--- config.mk ---
export PLATFORM = sky130hd
export DESIGN_NAME = fft_band_colorizer_flat
export DESIGN_NICKNAME = d
export VERILOG_FILES = /design/src/rtl/fft_band_colorizer_pkg.sv /design/src/rtl/fft_band_colorizer_if.sv /design/src/rtl/fft_band_colorizer_scale.sv /design/src/rtl/fft_band_colorizer.sv /design/src/flat_wrapper.sv
export SDC_FILE = /design/constraint.sdc
export NUM_CORES = 1
export LEC_CHECK = 0
export CAP_MARGIN = 40
export CELL_PAD_IN_SITES_DETAIL_PLACEMENT = 1
export CELL_PAD_IN_SITES_GLOBAL_PLACEMENT = 1
export CORE_AREA = 2 2 194 196
export CTS_CLUSTER_DIAMETER = 80
export DETAILED_ROUTE_END_ITERATION = 12
export DIE_AREA = 0 0 196 198
export HOLD_SLACK_MARGIN = 0.02
export PLACE_DENSITY_LB_ADDON = 0.1
export SYNTH_ARGS = -nofsm -noshare
export SYNTH_HDL_FRONTEND = slang
export SYNTH_SLANG_ARGS = --single-unit
export TNS_END_PERCENT = 10
--- constraint.sdc ---
create_clock -name video_clk -period 7.05 [get_ports video_clk]
set_input_delay 1.7625 -clock video_clk [delete_from_list [all_inputs] [get_ports video_clk]]
set_output_delay 1.7625 -clock video_clk [all_outputs]
set_load 0.02 [all_outputs]
--- src/rtl/fft_band_colorizer_pkg.sv ---
// Shared constants, state encoding and default band table for the FFT band colorizer.
package fft_color_pkg;

    localparam int unsigned NUM_BANDS = 7;
    localparam int unsigned COLOR_W   = 12;
    localparam int unsigned LEVEL_W   = 4;
    localparam int unsigned PAL_W     = NUM_BANDS * COLOR_W;

    typedef enum logic [0:0] {
        StAccum,
        StMap
    } state_e;

    // Edges E0..E7, E0 in the low slice; DC bin 0 and 1 are left out.
    localparam logic [79:0] DEFAULT_BAND_EDGES = {
        10'd512, 10'd256, 10'd128, 10'd64, 10'd32, 10'd16, 10'd8, 10'd2
    };

    localparam logic [83:0] DEFAULT_BAND_HUES = {
        12'hF0F, 12'h00F, 12'h0FF, 12'h0F0, 12'hFF0, 12'hF80, 12'hF00
    };

endpackage

--- src/rtl/fft_band_colorizer_if.sv ---
// Valid/ready stream of FFT magnitude samples feeding the colorizer.
interface fft_band_colorizer_if #(
    parameter int unsigned IDX_W = 10,
    parameter int unsigned MAG_W = 16
);

    logic             valid;
    logic             ready;
    logic [IDX_W-1:0] index;
    logic [MAG_W-1:0] mag;
    logic             last;

    modport master (output valid, output index, output mag, output last, input ready);
    modport slave  (input valid, input index, input mag, input last, output ready);

endinterface

--- src/rtl/fft_band_colorizer_scale.sv ---
// Combinational scaling of an RGB444 hue by a 4-bit intensity level.
module band_color_scale
    import fft_color_pkg::*;
(
    input  logic [COLOR_W-1:0] hue_i,
    input  logic [LEVEL_W-1:0] level_i,
    input  logic               zero_i,
    output logic [COLOR_W-1:0] rgb_o
);

    // (h * (level + 1)) >> 4 keeps the top nibble, so level 15 returns h unchanged.
    function automatic logic [3:0] scale_ch(input logic [3:0] h, input logic [4:0] m);
        return 4'((9'(h) * 9'(m)) >> 4);
    endfunction

    logic [4:0] mult;

    always_comb begin
        mult  = {1'b0, level_i} + 5'd1;
        rgb_o = '0;
        if (!zero_i) begin
            rgb_o = {scale_ch(hue_i[11:8], mult),
                     scale_ch(hue_i[7:4], mult),
                     scale_ch(hue_i[3:0], mult)};
        end
    end

endmodule

--- src/rtl/fft_band_colorizer.sv ---
// Tracks per-band FFT peaks, maps them to a 7-entry RGB444 palette and publishes it on vsync fall.
module fft_band_colorizer
    import fft_color_pkg::*;
#(
    parameter int unsigned           IDX_W      = 10,
    parameter int unsigned           MAG_W      = 16,
    parameter int unsigned           MAG_SHIFT  = 12,
    parameter logic [8*IDX_W-1:0]    BAND_EDGES = DEFAULT_BAND_EDGES,
    parameter logic [PAL_W-1:0]      BAND_HUES  = DEFAULT_BAND_HUES
) (
    input  logic                video_clk,
    input  logic                reset,
    fft_band_colorizer_if.slave fft,
    input  logic                vsync,
    output logic [PAL_W-1:0]    FFT_COLOR,
    output logic                colors_valid
);

    state_e               state_q, state_d;
    logic [2:0]           k_q, k_d;
    logic [MAG_W-1:0]     peak_q [NUM_BANDS];
    logic [MAG_W-1:0]     peak_d [NUM_BANDS];
    logic [PAL_W-1:0]     shadow_q, shadow_d;
    logic                 pending_q, pending_d;
    logic                 vsync_q;
    logic [PAL_W-1:0]     color_q, color_d;
    logic                 cvalid_q, cvalid_d;

    logic [NUM_BANDS-1:0] band_hit;
    logic [MAG_W-1:0]     peak_sel;
    logic [MAG_W-1:0]     peak_shift;
    logic [LEVEL_W-1:0]   level;
    logic [COLOR_W-1:0]   hue_sel;
    logic [COLOR_W-1:0]   rgb;
    logic                 vsync_edge;

    assign fft.ready    = (state_q == StAccum);
    assign FFT_COLOR    = color_q;
    assign colors_valid = cvalid_q;
    assign vsync_edge   = vsync_q & ~vsync;

    // Edges are ascending, so at most one band can match a given index.
    always_comb begin
        for (int b = 0; b < NUM_BANDS; b++) begin
            band_hit[b] = (fft.index >= BAND_EDGES[b*IDX_W +: IDX_W]) &&
                          (fft.index <  BAND_EDGES[(b+1)*IDX_W +: IDX_W]);
        end
    end

    always_comb begin
        peak_sel   = peak_q[k_q];
        peak_shift = peak_sel >> MAG_SHIFT;
        level      = (peak_shift > MAG_W'(15)) ? 4'hF : peak_shift[LEVEL_W-1:0];
        hue_sel    = BAND_HUES[COLOR_W*k_q +: COLOR_W];
    end

    band_color_scale u_scale (
        .hue_i   (hue_sel),
        .level_i (level),
        .zero_i  (peak_sel == '0),
        .rgb_o   (rgb)
    );

    always_comb begin
        state_d   = state_q;
        k_d       = k_q;
        peak_d    = peak_q;
        shadow_d  = shadow_q;
        pending_d = pending_q;
        color_d   = color_q;
        cvalid_d  = cvalid_q;

        if (vsync_edge && pending_q) begin
            color_d   = shadow_q;
            pending_d = 1'b0;
            cvalid_d  = 1'b1;
        end

        unique case (state_q)
            StAccum: begin
                if (fft.valid) begin
                    for (int b = 0; b < NUM_BANDS; b++) begin
                        if (band_hit[b] && (fft.mag > peak_q[b])) begin
                            peak_d[b] = fft.mag;
                        end
                    end
                    if (fft.last) begin
                        state_d = StMap;
                        k_d     = 3'd0;
                    end
                end
            end
            StMap: begin
                shadow_d[COLOR_W*k_q +: COLOR_W] = rgb;
                peak_d[k_q]                      = '0;
                // A completed frame re-arms pending even if it is being published this cycle.
                if (k_q == 3'(NUM_BANDS - 1)) begin
                    state_d   = StAccum;
                    pending_d = 1'b1;
                end else begin
                    k_d = k_q + 3'd1;
                end
            end
        endcase
    end

    always_ff @(posedge video_clk) begin
        if (reset) begin
            state_q   <= StAccum;
            k_q       <= 3'd0;
            peak_q    <= '{default: '0};
            shadow_q  <= '0;
            pending_q <= 1'b0;
            vsync_q   <= 1'b1;
            color_q   <= '0;
            cvalid_q  <= 1'b0;
        end else begin
            state_q   <= state_d;
            k_q       <= k_d;
            peak_q    <= peak_d;
            shadow_q  <= shadow_d;
            pending_q <= pending_d;
            vsync_q   <= vsync;
            color_q   <= color_d;
            cvalid_q  <= cvalid_d;
        end
    end

endmodule

--- src/flat_wrapper.sv ---
// flat-port wrapper written by rule: the top's interface ports become plain ports
module fft_band_colorizer_flat import fft_color_pkg::*;
#(
    parameter int unsigned           IDX_W      = 10,
    parameter int unsigned           MAG_W      = 16,
    parameter int unsigned           MAG_SHIFT  = 12,
    parameter logic [8*IDX_W-1:0]    BAND_EDGES = DEFAULT_BAND_EDGES,
    parameter logic [PAL_W-1:0]      BAND_HUES  = DEFAULT_BAND_HUES
)
  (video_clk, reset, vsync, FFT_COLOR, colors_valid, fft_valid, fft_index, fft_mag, fft_last, fft_ready);
  fft_band_colorizer_if #(.IDX_W(IDX_W), .MAG_W(MAG_W)) fft_i ();
  input  logic video_clk;
  input  logic reset;
  input  logic vsync;
  output logic [PAL_W-1:0] FFT_COLOR;
  output logic colors_valid;
  input wire logic [$bits(fft_i.valid)-1:0] fft_valid;
  input wire logic [$bits(fft_i.index)-1:0] fft_index;
  input wire logic [$bits(fft_i.mag)-1:0] fft_mag;
  input wire logic [$bits(fft_i.last)-1:0] fft_last;
  output wire logic [$bits(fft_i.ready)-1:0] fft_ready;
  assign fft_i.valid = fft_valid;
  assign fft_i.index = fft_index;
  assign fft_i.mag = fft_mag;
  assign fft_i.last = fft_last;
  assign fft_ready = fft_i.ready;
  fft_band_colorizer #(.IDX_W(IDX_W), .MAG_W(MAG_W), .MAG_SHIFT(MAG_SHIFT), .BAND_EDGES(BAND_EDGES), .BAND_HUES(BAND_HUES)) u_core (.video_clk(video_clk), .reset(reset), .fft(fft_i), .vsync(vsync), .FFT_COLOR(FFT_COLOR), .colors_valid(colors_valid));
endmodule
==> flow_results.xml <==
<?xml version="1.0" encoding="UTF-8"?>
<metrics>
  <group name="clock_network">
    <metric name="clock_insertion_delay_at_the_later_pin_of_the_skew_report" unit="ns">0.56</metric>
    <metric name="clk_root_buffer_cell" unit="">sky130_fd_sc_hd__clkbuf_16</metric>
    <metric name="cts_tree" unit="">built</metric>
    <metric name="clock_sinks" unit="">287</metric>
    <metric name="postCtsSetupBuffers" unit="">0</metric>
    <metric name="cts_max_level" unit="">2</metric>
    <metric name="number_of_hold_repair_buffers_added_at_the_cts_stage" unit="">0</metric>
    <metric name="cts_max_path_buffers" unit="">3</metric>
    <metric name="clkTransAtPathRegs" unit="ns">0.06</metric>
    <metric name="numCtsBuffers" unit="">35</metric>
    <metric name="cts_resized" unit="">0</metric>
  </group>
  <group name="setup_path">
    <metric name="cp-startpoint" unit="">u_core.k_q[1]</metric>
    <metric name="cp.required" unit="ns">7.51</metric>
    <metric name="worst-path-max-fanout" unit="">13</metric>
    <metric name="rr_startpoint" unit="">u_core.k_q[1]</metric>
    <metric name="timing_worst_setup_path_type" unit="">flip-flop to flip-flop</metric>
    <metric name="setup.worst_path.end_class" unit="">flip-flop</metric>
    <metric name="cp.arrival" unit="ns">6.76</metric>
    <metric name="critPathLaunchType" unit="">flip-flop</metric>
  </group>
  <group name="power">
    <metric name="p_sw" unit="uW">1001</metric>
    <metric name="combinationalPowerShare" unit="%">10.4</metric>
    <metric name="powerDensity" unit="nW/um^2">198.4</metric>
    <metric name="leakage_power_of_the_design" unit="uW">0.007675</metric>
    <metric name="irDropWorstVdd" unit="mV">0.1855</metric>
    <metric name="power_frac_clock" unit="%">46.6</metric>
    <metric name="cellInternalPower" unit="uW">2820</metric>
    <metric name="sequential_fraction_of_design_power" unit="%">43.0</metric>
    <metric name="switching_share" unit="%">26.19</metric>
  </group>
  <group name="synth">
    <metric name="synthDistinctLibCells" unit="">79</metric>
    <metric name="synth_top_area_share" unit="%">35.32</metric>
    <metric name="yosys_most_used_dff" unit="">sky130_fd_sc_hd__dfxtp_1</metric>
    <metric name="ys_ff_latch" unit="">287</metric>
    <metric name="async_flop_share" unit="%">0</metric>
    <metric name="synth-warning-count" unit="">0</metric>
    <metric name="synthesis.nets" unit="">2158</metric>
    <metric name="synth_enable_flop_cells" unit="">0</metric>
    <metric name="syn_avg_cell_area" unit="sq um">8.320</metric>
    <metric name="syn_inst" unit="">1955</metric>
    <metric name="synthDominantAreaCellType" unit="">sky130_fd_sc_hd__dfxtp_1</metric>
    <metric name="synth_seq_area_share" unit="%">35.32</metric>
    <metric name="yosys-top-cells-area" unit="">sky130_fd_sc_hd__dfxtp_1, sky130_fd_sc_hd__ha_1, sky130_fd_sc_hd__nand2_1, sky130_fd_sc_hd__mux2i_1, sky130_fd_sc_hd__a21oi_1</metric>
    <metric name="synth.cell_area" unit="sq um">16270</metric>
  </group>
  <group name="sta">
    <metric name="setup_total_negative_slack" unit="ns">0</metric>
    <metric name="setup_clock_skew_after_layout" unit="ns">0.03031</metric>
    <metric name="hold_violation_count_in_the_final_report" unit="">0</metric>
    <metric name="drv_slew" unit="">0</metric>
    <metric name="timing_worst_slew_pin_value" unit="ns">0.8933</metric>
    <metric name="slew_headroom" unit="%">40.45</metric>
    <metric name="timing.fmax" unit="MHz">158.8</metric>
    <metric name="setup_violations" unit="">0</metric>
    <metric name="timing.final.crit_share" unit="%">89.31</metric>
    <metric name="rsz0062_at_grt" unit="">no</metric>
    <metric name="timing.final.crit_period" unit="ns">6.297</metric>
  </group>
  <group name="floorplanning">
    <metric name="design.core.area" unit="sq um">36960</metric>
    <metric name="design.portCount" unit="">117</metric>
    <metric name="die_height" unit="um">198</metric>
    <metric name="design.die.area" unit="sq um">38810</metric>
    <metric name="floorplan.initialDensity" unit="%">44.01</metric>
    <metric name="die-width" unit="um">196</metric>
    <metric name="placement_rows" unit="">71</metric>
  </group>
  <group name="finish">
    <metric name="final_cell_count_no_fill" unit="">2568</metric>
    <metric name="num-nets-final" unit="">2272</metric>
    <metric name="share_of_the_core_filled_with_cells" unit="%">52.12</metric>
    <metric name="layout-drive-gt1-share" unit="%">6.256</metric>
    <metric name="finalInstanceArea" unit="sq um">19260</metric>
    <metric name="area.growth.synth_to_final" unit="%">18.42</metric>
    <metric name="n_fill_cell" unit="">4432</metric>
    <metric name="diodes" unit="">0</metric>
  </group>
  <group name="drt">
    <metric name="detail_route.drc_violations" unit="">0</metric>
    <metric name="drt-initial-drc-count" unit="">640</metric>
    <metric name="detail-route-antenna-nets" unit="">0</metric>
    <metric name="avgRoutedWirePerCell" unit="um">21.34</metric>
    <metric name="dr.pass1.iters" unit="">5</metric>
    <metric name="routed_wl" unit="um">54810</metric>
    <metric name="dr_total_vias" unit="">14620</metric>
    <metric name="avg_vias_per_cell" unit="">5.694</metric>
  </group>
  <group name="global_routing">
    <metric name="vias_in_the_first_global_route" unit="">15180</metric>
    <metric name="grt_pass1_wl" unit="um">85370</metric>
    <metric name="grt_start_max_net_pins" unit="">96</metric>
    <metric name="grt-ovfl-total" unit="">0</metric>
    <metric name="track_usage" unit="%">28.49</metric>
    <metric name="initial_antenna_violation_count" unit="">0</metric>
  </group>
  <group name="placement">
    <metric name="gpl.final_weighted_congestion" unit="">0.9624</metric>
    <metric name="placement.cell_area" unit="sq um">18130</metric>
    <metric name="dpl.cell_count" unit="">2506</metric>
    <metric name="portBuffers" unit="">115</metric>
    <metric name="hpwl" unit="um">40720</metric>
  </group>
  <group name="job">
    <metric name="maxCapViolations" unit="">0</metric>
  </group>
  <group name="hold_path">
    <metric name="min_from" unit="">u_core.shadow_q[12]</metric>
    <metric name="timing.hold.worst.class" unit="">flip-flop to flip-flop</metric>
  </group>
  <group name="run_status">
    <metric name="run_status" unit="">finished, final reports clean</metric>
  </group>
</metrics>
[kinds of logic after synthesis]
kind of cell | share of synthesized area, %
mux | 7.761
fa+ha+maj | 14.06
flops | 35.32
compound gates | 15.42
buf+inv | 5.431
xor+xnor | 1.354
simple gates | 20.65
[per-stage QoR]
stage,total power [uW],hold WS (ns),setup WS [ns]
2_1_floorplan,1908,0.4261,1.319
3_5_place_dp,2070,0.4468,0.6719
3_3_place_gp,2051,0.4421,0.9162
4_1_cts,3858,0.4535,0.7008
6_report,3821,0.4524,0.7534
5_1_grt,3965,0.4739,0.3295
[power by group through the flow]
| stage | sequential (uW) | clock (uW) | combinational (uW) |
|---|---|---|---|
| 3_5_place_dp | 1680 | 0 | 393 |
| 2_1_floorplan | 1670 | 0 | 235 |
| 5_1_grt | 1640 | 1890 | 432 |
| 4_1_cts | 1640 | 1820 | 395 |
| 6_report | 1640 | 1780 | 397 |
| 3_3_place_gp | 1680 | 0 | 374 |
[Yosys cell counts, types with 5 or more instances]
cell type                   number
sky130_fd_sc_hd__o21a_1         15
sky130_fd_sc_hd__dfxtp_1       287
sky130_fd_sc_hd__a31oi_1        13
sky130_fd_sc_hd__o22ai_1         9
sky130_fd_sc_hd__nand4_1        41
sky130_fd_sc_hd__or2_2           6
sky130_fd_sc_hd__o21ai_1        41
sky130_fd_sc_hd__o211ai_1        5
sky130_fd_sc_hd__and2_1          8
sky130_fd_sc_hd__o2bb2ai_1      17
sky130_fd_sc_hd__clkbuf_1       66
sky130_fd_sc_hd__nor3_1         37
sky130_fd_sc_hd__a22oi_1         5
sky130_fd_sc_hd__ha_1          154
sky130_fd_sc_hd__a21oi_1       157
sky130_fd_sc_hd__nand3_1        36
sky130_fd_sc_hd__and3_1          6
sky130_fd_sc_hd__o21ai_0        32
sky130_fd_sc_hd__a32oi_1         8
sky130_fd_sc_hd__or3_1           8
sky130_fd_sc_hd__nand2_1       368
sky130_fd_sc_hd__fa_1           18
sky130_fd_sc_hd__inv_1         142
sky130_fd_sc_hd__a311oi_1        6
sky130_fd_sc_hd__a21o_1         28
sky130_fd_sc_hd__nand2b_1       31
sky130_fd_sc_hd__mux2i_1       116
sky130_fd_sc_hd__xnor2_1         7
sky130_fd_sc_hd__nand3b_1       34
sky130_fd_sc_hd__nor2b_1        14
sky130_fd_sc_hd__nor2_1         95
sky130_fd_sc_hd__nor4_1         15
sky130_fd_sc_hd__or2_1           5
sky130_fd_sc_hd__a211oi_1       18
sky130_fd_sc_hd__xor2_1         11
sky130_fd_sc_hd__buf_1          13
[critical path, stage by stage (launching register included)]
cell                       delay, ns
sky130_fd_sc_hd__dfxtp_1        0.77
sky130_fd_sc_hd__o21ai_0        0.21
sky130_fd_sc_hd__a221o_1        0.47
sky130_fd_sc_hd__o21ai_1        0.22
sky130_fd_sc_hd__inv_1          0.14
sky130_fd_sc_hd__ha_1           0.21
sky130_fd_sc_hd__inv_1          0.13
sky130_fd_sc_hd__xnor2_1        0.15
sky130_fd_sc_hd__or2_2          0.35
sky130_fd_sc_hd__inv_1          0.19
sky130_fd_sc_hd__fa_1           0.49
sky130_fd_sc_hd__inv_1          0.09
sky130_fd_sc_hd__fa_1           0.40
sky130_fd_sc_hd__inv_1          0.06
sky130_fd_sc_hd__ha_1           0.23
sky130_fd_sc_hd__a211oi_1       0.33
sky130_fd_sc_hd__nor2_1         0.12
sky130_fd_sc_hd__a31o_1         0.23
sky130_fd_sc_hd__or2_1          0.24
sky130_fd_sc_hd__mux2_1         0.30
sky130_fd_sc_hd__or3_1          0.54
sky130_fd_sc_hd__a311oi_1       0.33
[sequential cells by signal (all words and copies together), names as in the netlist]
name,flops
u_core.peak_q,112
u_core.FFT_COLOR,84
u_core.shadow_q,84
u_core.k_q,3
u_core.colors_valid,1
u_core.pending_q,1
u_core.state_q,1
u_core.vsync_q,1
[cell usage in the layout (no fill, tap or decap), drive strengths merged, types with 14 or more instances in the layout]
cell	instances
a211oi	18
a21o	28
a21oi	157
buf	48
clkbuf	53
clkdlybuf4s50	114
dfxtp	287
fa	18
ha	154
inv	149
mux2i	116
nand2	368
nand2b	31
nand3	36
nand3b	34
nand4	41
nor2	95
nor2b	14
nor3	37
nor4	16
o21a	15
o21ai	73
o2bb2ai	17
[metal layers]
layer,track usage [%],wire (um),vias up
met1,32.24,22460,7090
met5,0,0,-
li1,-,-,7074
met2,50.94,26960,305
met3,3.492,1741,152
met4,18.27,3651,0
[path summary, 6_finish.rpt]
check	end	slack, ns	depth (start not counted)
max	u_core.shadow_q[63]	0.75	21
max reg2reg	u_core.shadow_q[63]	0.75	21
min reg2reg	u_core.FFT_COLOR[12]	0.45	2
min	u_core.FFT_COLOR[12]	0.45	2
[final cells by class]
cell class / instances / area (sq um) / area share [%]
Clock buffer: 53 / 1023 / 5.313
Sequential cell: 287 / 5747 / 29.83
Clock inverter: 9 / 107.6 / 0.5586
Inverter: 146 / 548.0 / 2.845
Multi-Input combinational cell: 1437 / 9692 / 50.32
Tap cell: 474 / 593.1 / 3.079
Timing Repair Buffer: 162 / 1551 / 8.055
(Power assumes the default switching activity.)
==> variant 1, RTL diff (same settings) <==
Make the reset (`reset`) asynchronous in one clocked block.
--- a/src/rtl/fft_band_colorizer.sv
+++ b/src/rtl/fft_band_colorizer.sv
@@ -106,3 +106,3 @@
 
-    always_ff @(posedge video_clk) begin
+    always_ff @(posedge video_clk or posedge reset) begin
         if (reset) begin
Formal check against the unedited RTL: differs if reset is asserted again (counterexample within 4 cycles, from zero or initial values and one cycle with reset high); with reset held inactive, the same outputs for 4 cycles.
==> variant 1 against the original RTL <==
- sequential share of layout area rose by 5.6 points
- sequential cell count did not move
- first-iteration DRC count fell by 4.5%
- synthesized area rose by 6.1%
- synthesized cell count fell by 13%
- via count fell by 7.6%
- setup slack got worse by 9.7 ps
- wire length fell by 6.6%
- count of clock-buffer cells in the layout did not move
- design area rose by 5.2%
- critical path type unchanged
- critical endpoint is now u_core.shadow_q[28]
Power is not compared: it rests on default switching activity, and its combinational part moved more than twofold at a synthesized area within 25%.
==> variant 1: results (changes against the original RTL) <==
R2R depth=20 (-4.8%); worst hold stages=1 (-1); count of non-CTS buffers in the layout=154 (-4.9%); global placement routability congestion=0.932 (-3.2%); clock slew at reported path FFs=60 ps (about the same); Top FF cell, synth=dfrtp_1; CP max FO=14 (+1); Mapped Nets=1911 (-11%); placed cell areas=19100 sq um (+5.2%); reg2reg setup slack=740 ps; DP HPWL=37700 microns (-7.3%); CTS Buf Count=36 (+2.9%); GR Layer Usage met2=48.5% (-2.5 points); GR Util met1=32.5% (+0.28 points); final WL=51200 microns (-6.6%); largest net degree at the start of global routing=166 (+73%); fraction of area in multi-input gates=45.6% (-4.7 points); crit path DAT=6790 ps (+30 ps); vias=13500 (-7.6%); Worst Hold Endpoint=u_core.colors_valid; Inverters=160 (+9.6%); Post-synth ARST share=100% (+100 points); Worst path slowest cell=o21ai_0; post-synthesis mux area share=14.3% (+6.6 points); synthesized-area fraction occupied by adder cells=13.3% (-0.80 points); Worst path max stage delay=610 ps (-160 ps); metal2 WL=26000 microns (-3.4%); share of post-route cells with drive strength above 1=13.2% (+6.9 points); Compound-Gate Fraction of Synth Area=11.7% (-3.7 points); clk_skew=17.8 ps (-12.5 ps); GRT Resource Usage Total=27.0% (-1.5 points); met1 WL=21300 microns (-5.0%); # fillers=4073 (-8.1%); Synth Area in XOR/XNOR=1.35% (-0.0047 points); register area share after synthesis=41.6% (+6.3 points); Worst Setup EP=u_core.shadow_q[28]; Final clock-cell share=5.79% (-0.084 points); worst r2r src=u_core.k_q[0]; M3 GR Usage=3.56% (+0.068 points); Signal buf overhead=7.22% (-0.83 points); fraction of area in registers=35.5% (+5.6 points); largest cells by area after synthesis=dfrtp_1 (41%), ha_1 (11%), mux2_2 (8.0%); post-synth cell types=76 (-3.8%); CP top delay family=compound AO/OA/AOI/OAI gates; NumNets Final=2045 (-10%); Worst slew margin=37.7% (-2.7 points); Routed met3 length=1740 microns (+0.11%); top cells by count, synth=dfrtp_1 (286), nand2_1 (206), inv_1 (160), ha_1 (154), mux2_2 (122); worst hold start=u_core.colors_valid; outcome=complete, no violations; IO buf count=115 (unchanged); Critical path origin=u_core.k_q[0]; period utilization=89.5% (+0.14 points); area overhead of the layout relative to synthesis=17.4%; multi-input gates=1203 (-16%); Iteration-0 DRC Markers=611 (-4.5%); first-pass GRT wire length=81100 microns (-5.0%); largest reg by FF count=u_core.peak_q
variant 1: cell types whose count changed after synthesis, sizes merged, moves of 20 or more:
cell and delta:
a21oi -101, clkbuf -29, dfrtp +286, dfxtp -287
mux2 +128, mux2i -21, nand2 -161, nand3b -33
nor2 -20, o21ai +21
variant 1: where the power goes:
| group | leakage (nW) | switching, mW | internal [mW] | total, mW |
|---|---|---|---|---|
| clock network | 0.577 | 0.733 | 1.10 | 1.83 |
| logic | 5.01 | 3.59 | 2.02 | 5.61 |
| registers | 3.89 | 0.388 | 2.16 | 2.55 |
variant 1: per-stage QoR:
stage,std cells,setup WS (ps)
after floorplan,1708,1480
after global placement,2273,981
after detailed placement,2278,756
after CTS,2342,733
final,2342,744
after global routing,2342,372
variant 1: kinds of logic (layout without fill, tap and decap cells):
logic type,count (synthesis),count (layout)
XOR/XNOR,24,24
adder cells (fa/ha/maj),172,172
AO/OA/AOI/OAI,311,311
flip-flops,287,287
AND/OR/NAND/NOR,468,468
buffers and inverters,218,378
multiplexers,228,228
==> variant 2, RTL diff (same settings) <==
Made on the original files. `IDX_W` is set to 10 in 3 places; all go to 11.
--- a/src/rtl/fft_band_colorizer_if.sv
+++ b/src/rtl/fft_band_colorizer_if.sv
@@ -2,3 +2,3 @@
 interface fft_band_colorizer_if #(
-    parameter int unsigned IDX_W = 10,
+    parameter int unsigned IDX_W = 11,
     parameter int unsigned MAG_W = 16
--- a/src/rtl/fft_band_colorizer.sv
+++ b/src/rtl/fft_band_colorizer.sv
@@ -4,3 +4,3 @@
 #(
-    parameter int unsigned           IDX_W      = 10,
+    parameter int unsigned           IDX_W      = 11,
     parameter int unsigned           MAG_W      = 16,
--- a/src/flat_wrapper.sv
+++ b/src/flat_wrapper.sv
@@ -3,3 +3,3 @@
 #(
-    parameter int unsigned           IDX_W      = 10,
+    parameter int unsigned           IDX_W      = 11,
     parameter int unsigned           MAG_W      = 16,
Ports: changed (resized fft_index); port bits go from 117 to 118. No check against the original RTL was run, so the function may have changed too.
==> variant 2 against the original RTL <==
- design area shrank 17%
- setup slack better by 260 ps
- synthesized area fell by 20%
- synthesized cell count decreased by 23%
- critical path depth down 3
- power down 4.0%
- wire length decreased by 28%
- sequential cell count did not move
==> variant 2: results (changes against the original RTL) <==
outcome=complete, no violations; NumNets Final=1723 (-24%); placed cell areas=14800 sq um (-18%); share of post-route cells with drive strength above 1=7.75% (+1.5 points); top cells by count, synth=dfxtp_1 (287), nand2_1 (263), a21oi_1 (159), and2_1 (105), clkbuf_1 (59); # fillers=4325 (-2.4%); M3 GR Usage=4.09% (+0.60 points); via-per-instance ratio=5.26 (-7.6%); Worst path max stage delay=690 ps (-80 ps); Avg Cell Area, Syn=8.67 sq um (+4.2%); Mapped Nets=1612 (-25%); met1 WL=17600 microns (-22%); Leak=5.92 nW (-23%); largest net degree at the start of global routing=82 (-15%); DP HPWL=28300 microns (-31%); Pwr per Cell Area=229 nW/um^2 (+15%); first-pass GRT wire length=63900 microns (-25%); register area share after synthesis=44.1% (+8.7 points); GR Util met1=25.9% (-6.3 points); Routed met3 length=1520 microns (-13%); clk_skew=13.3 ps (-17.0 ps); reg2reg setup slack=1020 ps (+260 ps); vias=11100 (-24%); worst vdd ir=175 uV (-5.7%); global placement routability congestion=0.901 (-6.3%); post-synth cell types=76 (-3.8%); CP top delay family=adder cells
variant 2: cell count changes after synthesis, sizes merged, moves of 36 or more:
cell | unedited run | this run
ha | 154 | 58
mux2i | 116 | 15
and2 | 8 | 105
nand2 | 368 | 263
inv | 145 | 54
nor2 | 95 | 59
o21ai | 73 | 36
variant 2: worst paths after layout:
kind | from | end | depth (start not counted)
min reg2reg | u_core.peak_q[42] | u_core.peak_q[42] | 1
min | u_core.peak_q[42] | u_core.peak_q[42] | 1
max reg2reg | u_core.k_q[1] | u_core.shadow_q[51] | 18
max | u_core.k_q[1] | u_core.shadow_q[51] | 18
variant 2: final cells by class:
type                            count  share of cell area, %
Multi-Input combinational cell   1076                   42.2
Sequential cell                   287                   35.9
Timing Repair Buffer              159                   9.65
Clock buffer                       51                   6.43
Tap cell                          474                   3.71
Inverter                           56                   1.31
Clock inverter                      9                  0.805
variant 2: power by group:
part / total (mW) / internal [mW] / leakage [nW] / switching (mW)
registers: 1.63 / 1.63 / 2.31 / 0.00741
clock network: 1.82 / 1.12 / 0.561 / 0.695
logic: 0.218 / 0.0683 / 3.04 / 0.150
variant 2: through the flow:
step	setup slack [ps]	hold WS [ps]
floorplan	1550	420
global placement	1020	434
detailed placement	998	445
CTS	981	453
global route	529	470
finish	1020	452
variant 2: cell families (layout without fill, tap and decap cells):
| family | Yosys count | count (layout) | synth area share [%] |
|---|---|---|---|
| compound gates | 334 | 334 | 16.5 |
| xor+xnor | 22 | 22 | 1.74 |
| fa+ha+maj | 76 | 76 | 8.33 |
| simple gates | 624 | 624 | 23.3 |
| mux | 20 | 20 | 1.84 |
| flops | 287 | 287 | 44.1 |
| buf+inv | 141 | 275 | 4.29 |
